<file path="src/rtl/div_seq_restoring.sv">
// Sequential unsigned restoring divider.
// One quotient bit per clock, MSB first.
module div_seq_restoring #(
   parameter int WIDTH = 8
) (
   input  logic             clk_i,
   input  logic             rst_i,
   input  logic             valid_i,
   output logic             ready_o,
   input  logic [WIDTH-1:0] dividend_i,
   input  logic [WIDTH-1:0] divisor_i,
   output logic             valid_o,
   input  logic             ready_i,
   output logic [WIDTH-1:0] quotient_o,
   output logic [WIDTH-1:0] remainder_o,
   output logic             div_by_zero_o
);

   localparam int CW = $clog2(WIDTH + 1);

   typedef enum logic [1:0] {
      IDLE,
      CALC,
      DONE
   } state_t;

   state_t           state_q;
   logic [WIDTH-1:0] q_q;
   logic [WIDTH-1:0] d_q;
   // Partial remainder stays below the divisor, so its top bit is always
   // zero and only the low WIDTH bits are kept.
   logic [WIDTH-1:0] r_q;
   logic [CW-1:0]    cnt_q;

   logic [WIDTH:0]   sh;
   logic [WIDTH:0]   t;
   logic             qbit;
   logic [WIDTH-1:0] r_nx;
   logic [WIDTH-1:0] q_nx;

   assign ready_o = (state_q == IDLE);

   // One restoring subtract row, reused every CALC cycle
   always_comb begin
      sh   = {r_q, q_q[WIDTH-1]};
      t    = sh - {1'b0, d_q};
      qbit = ~t[WIDTH];
      r_nx = qbit ? t[WIDTH-1:0] : sh[WIDTH-1:0];
      q_nx = {q_q[WIDTH-2:0], qbit};
   end

   // Control FSM, iteration datapath and registered result
   always_ff @(posedge clk_i) begin
      if (rst_i) begin
         state_q       <= IDLE;
         q_q           <= '0;
         d_q           <= '0;
         r_q           <= '0;
         cnt_q         <= '0;
         valid_o       <= 1'b0;
         quotient_o    <= '0;
         remainder_o   <= '0;
         div_by_zero_o <= 1'b0;
      end else begin
         unique case (state_q)
            IDLE: begin
               if (valid_i) begin
                  q_q           <= dividend_i;
                  d_q           <= divisor_i;
                  r_q           <= '0;
                  cnt_q         <= CW'(WIDTH);
                  div_by_zero_o <= 1'b0;
                  if (divisor_i == '0) begin
                     state_q       <= DONE;
                     valid_o       <= 1'b1;
                     quotient_o    <= '1;
                     remainder_o   <= dividend_i;
                     div_by_zero_o <= 1'b1;
                  end else begin
                     state_q <= CALC;
                  end
               end
            end
            CALC: begin
               q_q   <= q_nx;
               r_q   <= r_nx;
               cnt_q <= cnt_q - CW'(1);
               if (cnt_q == CW'(1)) begin
                  state_q     <= DONE;
                  valid_o     <= 1'b1;
                  quotient_o  <= q_nx;
                  remainder_o <= r_nx;
               end
            end
            DONE: begin
               if (ready_i) begin
                  state_q <= IDLE;
                  valid_o <= 1'b0;
               end
            end
            default: begin
               state_q <= IDLE;
               valid_o <= 1'b0;
            end
         endcase
      end
   end

endmodule

</file>
<file path="config.mk">
export PLATFORM = sky130hd
export DESIGN_NAME = div_seq_restoring
export DESIGN_NICKNAME = d
export VERILOG_FILES = /design/src/rtl/div_seq_restoring.sv
export SDC_FILE = /design/constraint.sdc
export NUM_CORES = 1
export LEC_CHECK = 0
export CAP_MARGIN = 10
export CORE_UTILIZATION = 51
export CTS_BUF_LIST = sky130_fd_sc_hd__clkbuf_4
export CTS_CLUSTER_SIZE = 24
export DETAILED_ROUTE_END_ITERATION = 7
export MAX_ROUTING_LAYER = met4
export PLACE_DENSITY = 0.76
export SLEW_MARGIN = 20
export SYNTH_ARGS = -nofsm -noshare
export SYNTH_HDL_FRONTEND = slang
export SYNTH_SLANG_ARGS = --single-unit
</file>
<file path="constraint.sdc">
create_clock -name clk_i -period 6.7 [get_ports clk_i]
set_input_delay 1.34 -clock clk_i [delete_from_list [all_inputs] [get_ports clk_i]]
set_output_delay 1.34 -clock clk_i [all_outputs]
set_load 0.02 [all_outputs]
</file>
==> impl_metrics.prom <==
# TYPE chip_impl_metric gauge
chip_impl_info{name="timing.critical_path.to_type",value="primary output"} 1
chip_impl_metric{name="max_slew_margin",unit="%"} 30.3
chip_impl_info{name="worstHoldPathType",value="flip-flop to flip-flop"} 1
chip_impl_metric{name="grt_pass1_vias",unit=""} 2063
chip_impl_info{name="commonest_cells_after_routing_fill_and_taps_aside",value="53 x nand2_1, 48 x dfxtp_1, 39 x nor2_1"} 1
chip_impl_metric{name="cts-root-to-sink-buffers",unit=""} 2
chip_impl_metric{name="worst_skew_pair.late_latency",unit="ns"} 0.38
chip_impl_metric{name="worstPathArrival",unit="ns"} 1.75
chip_impl_info{name="synth-main-ff-cell",value="dfxtp_1"} 1
chip_impl_metric{name="p_leak",unit="nW"} 1.03
chip_impl_info{name="worst-setup-path-type",value="flip-flop to primary output"} 1
chip_impl_metric{name="layout.core_utilization",unit="%"} 64.9
chip_impl_info{name="layout.cells.most_common",value="nand2_1"} 1
chip_impl_info{name="ys_top_cells_by_area",value="dfxtp_1 39%, nand2_1 8.1%, a311oi_1 7.2%"} 1
chip_impl_metric{name="hold-worst-slack",unit="ns"} 0.466
chip_impl_metric{name="io_pins",unit=""} 39
chip_impl_metric{name="post_cts_resized",unit=""} 0
chip_impl_metric{name="maximum_number_of_pins_on_one_net_before_global_route_repair",unit=""} 50
chip_impl_metric{name="ys_ff_latch",unit=""} 48
chip_impl_metric{name="core_area",unit="mm^2"} 0.00447
chip_impl_metric{name="r2r_cells",unit=""} 10
chip_impl_metric{name="setup_tns",unit="ns"} 0
chip_impl_metric{name="antenna_left",unit=""} 0
chip_impl_info{name="failed_checks",value="design-rule violations"} 1
chip_impl_metric{name="power.density",unit="mW/mm^2"} 266
chip_impl_metric{name="die_h",unit="um"} 71.3
chip_impl_info{name="clockRootBuffer",value="clkbuf_4"} 1
chip_impl_info{name="grt_setup_unrepaired",value="no"} 1
chip_impl_metric{name="routed_wirelength",unit="mm"} 5.35
chip_impl_metric{name="final.setup_skew",unit="ns"} 0.0124
chip_impl_metric{name="timing_max_transition_violations_final",unit=""} 0
chip_impl_info{name="setup.worst_path.start_class",value="flip-flop"} 1
chip_impl_metric{name="tightestPinTransition",unit="ns"} 1.04
chip_impl_metric{name="die-area",unit="mm^2"} 0.00508
chip_impl_metric{name="clock.fmax",unit="GHz"} 0.324
chip_impl_metric{name="yosys_warnings",unit=""} 0
chip_impl_info{name="timing.rr.start",value="q_q[7]"} 1
chip_impl_metric{name="post-synth-top-area-fraction",unit="%"} 39.2
chip_impl_metric{name="period_share",unit="%"} 46.1
chip_impl_info{name="outcome",value="finished with violations"} 1
chip_impl_metric{name="drt_iter0_markers",unit=""} 175
chip_impl_metric{name="number_of_antenna_violations_at_the_first_check_in_global_routing",unit=""} 0
chip_impl_metric{name="finalHoldViolCount",unit=""} 0
chip_impl_metric{name="hold_buffers_post_cts",unit=""} 0
chip_impl_metric{name="wire_length_of_the_first_global_routing_pass",unit="mm"} 9.31
chip_impl_metric{name="wl_per_cell",unit="um"} 13.7
chip_impl_metric{name="cts-buffers-inserted",unit=""} 5
chip_impl_metric{name="nNetsFinal",unit=""} 367
chip_impl_info{name="launching_element_of_the_worst_setup_path",value="state_q[0]"} 1
chip_impl_metric{name="synthCells",unit=""} 305
chip_impl_metric{name="areaGrowthSynthToFinish",unit="%"} 18.7
chip_impl_metric{name="std_cell_rows",unit=""} 24
chip_impl_metric{name="post_synth_instance_area",unit="mm^2"} 0.00245
chip_impl_metric{name="minimum_setup_slack_among_reg_to_reg_paths",unit="ns"} 4.10
chip_impl_metric{name="fin_total_pwr",unit="uW"} 774
chip_impl_metric{name="postCtsSetupRepairBufs",unit=""} 0
chip_impl_metric{name="worstPathRequired",unit="ns"} 5.36
chip_impl_metric{name="num_antenna_cells",unit=""} 0
chip_impl_metric{name="fin_crit",unit="ns"} 3.09
chip_impl_metric{name="start_util",unit="%"} 54.7
chip_impl_metric{name="detailedRoute.firstPassIterationCount",unit=""} 7
chip_impl_metric{name="die_x",unit="um"} 71.3
chip_impl_info{name="regToRegEndpoint",value="remainder_o[5]"} 1
chip_impl_metric{name="place.port_buffers",unit=""} 38
chip_impl_metric{name="grt.total_usage",unit="%"} 23.7
chip_impl_metric{name="routed-via-count",unit=""} 2221
chip_impl_metric{name="remaining_drc_errors",unit=""} 3
chip_impl_metric{name="final-setup-viol-count",unit=""} 0
chip_impl_metric{name="worst_setup_hold_path_clk_slew",unit="ns"} 0.14
chip_impl_metric{name="critPathMaxFanout",unit=""} 16
chip_impl_metric{name="clkSinkCount",unit=""} 48
chip_impl_metric{name="proportion_of_layout_cells_with_a_drive_suffix_above_1",unit="%"} 6.53
chip_impl_metric{name="seq_area_frac_synth",unit="%"} 39.2
chip_impl_metric{name="net_count_of_the_mapped_netlist",unit=""} 336
chip_impl_metric{name="cts_max_level",unit=""} 2
chip_impl_metric{name="number_of_maximum_capacitance_constraint_violations",unit=""} 0
chip_impl_metric{name="count_of_cell_types_in_the_netlist",unit=""} 47
chip_impl_metric{name="number_of_synthesized_flops_with_an_enable_pin",unit=""} 0
chip_impl_metric{name="globalRouteOverflowTotal",unit=""} 0
chip_impl_metric{name="vias_per_cell",unit=""} 5.71
chip_impl_metric{name="postSynth.asyncResetShare",unit="%"} 0
chip_impl_metric{name="synth.avg_cell_area",unit="um^2"} 8.03
chip_impl_info{name="synth_top_cell_by_area",value="dfxtp_1"} 1
chip_impl_metric{name="ir_drop",unit="mV"} 0.142
chip_impl_metric{name="gp_routability_congestion",unit=""} 0.888
chip_impl_info{name="critPathCapture",value="ready_o"} 1
chip_impl_metric{name="dp_hpwl",unit="mm"} 3.90
chip_impl_info{name="cts_tree",value="built"} 1
## worst max-delay path: stages (launching register included)
cell and delay (ns):
dfxtp_1 0.68, nor2_1 0.13, clkdlybuf4s50_1 0.56
## cell usage after synthesis, types with 2 or more instances
library cell	instances
a21oi_1	27
nor2b_1	4
o21a_1	2
nor3_1	5
a311oi_2	2
buf_2	2
ha_1	10
clkbuf_1	13
o211ai_1	3
nand3b_1	2
buf_1	2
o21ai_1	4
nand3_1	2
a31oi_1	5
nor2_1	39
dfxtp_1	48
a211oi_1	2
nor4_1	3
a22oi_1	2
nand2b_1	5
o31a_1	2
inv_1	18
a21o_1	2
nand2_1	53
o21ai_0	7
a311oi_1	20
## area by class of cell
| class | count | area (um^2) |
|---|---|---|
| clock buffers | 5 | 37.5 |
| clock inverters | 3 | 17.5 |
| fillers | 401 | 1570 |
| inverters | 18 | 67.6 |
| multi-input cells | 222 | 1350 |
| flip-flops and latches | 48 | 961 |
| well taps | 52 | 65.1 |
| repair buffers | 41 | 403 |
## kinds of logic after synthesis
logic type / after synthesis / share of synthesized area [%]
flip-flops: 48 / 39.2
AND/OR/NAND/NOR: 119 / 21.4
buffers and inverters: 35 / 5.47
multiplexers: 2 / 1.38
AO/OA/AOI/OAI: 88 / 25.9
adder cells (fa/ha/maj): 11 / 5.93
XOR/XNOR: 2 / 0.716
## metrics by stage
step | instance area (um^2) | worst slack [ns] | cells
final | 2910 | 3.61 | 389
after floorplan | 2450 | 4.04 | 305
after global routing | 2910 | 3.49 | 389
after CTS | 2910 | 3.59 | 389
after global placement | 2850 | 3.47 | 381
after detailed placement | 2850 | 3.43 | 381
## state kept, by name (all words and copies together), names as in the netlist
signal         flops
quotient_o         8
remainder_o        8
d_q                8
q_q                8
cnt_q              4
div_by_zero_o      1
state_q            2
valid_o            1
r_q                8
## where the power goes
| part | total (mW) | internal [mW] | switching [mW] |
|---|---|---|---|
| Clock | 0.137 | 0.0407 | 0.0960 |
| Combinational | 0.305 | 0.123 | 0.182 |
| Sequential | 0.332 | 0.310 | 0.0218 |
## metal layers
layer | GRT usage [%] | up-vias | wire length, um
li1 | - | 1148 | -
met1 | 30.4 | 1019 | 2530
met2 | 38.4 | 45 | 2550
met3 | 4.22 | 9 | 187
met4 | 7.11 | 0 | 81
met5 | - | - | 0
## worst min path at each step
| stage | slack, ns | end | startpoint | cells after the start |
|---|---|---|---|---|
| floorplan | 0.44 | d_q[1] | d_q[1] | 2 |
| global placement | 0.44 | d_q[1] | d_q[1] | 2 |
| detailed placement | 0.45 | d_q[3] | d_q[3] | 2 |
| CTS | 0.47 | d_q[3] | d_q[3] | 2 |
| global route | 0.48 | d_q[3] | d_q[3] | 2 |
| finish | 0.47 | d_q[3] | d_q[3] | 2 |
Note: power is estimated with default switching activity, not from simulation.
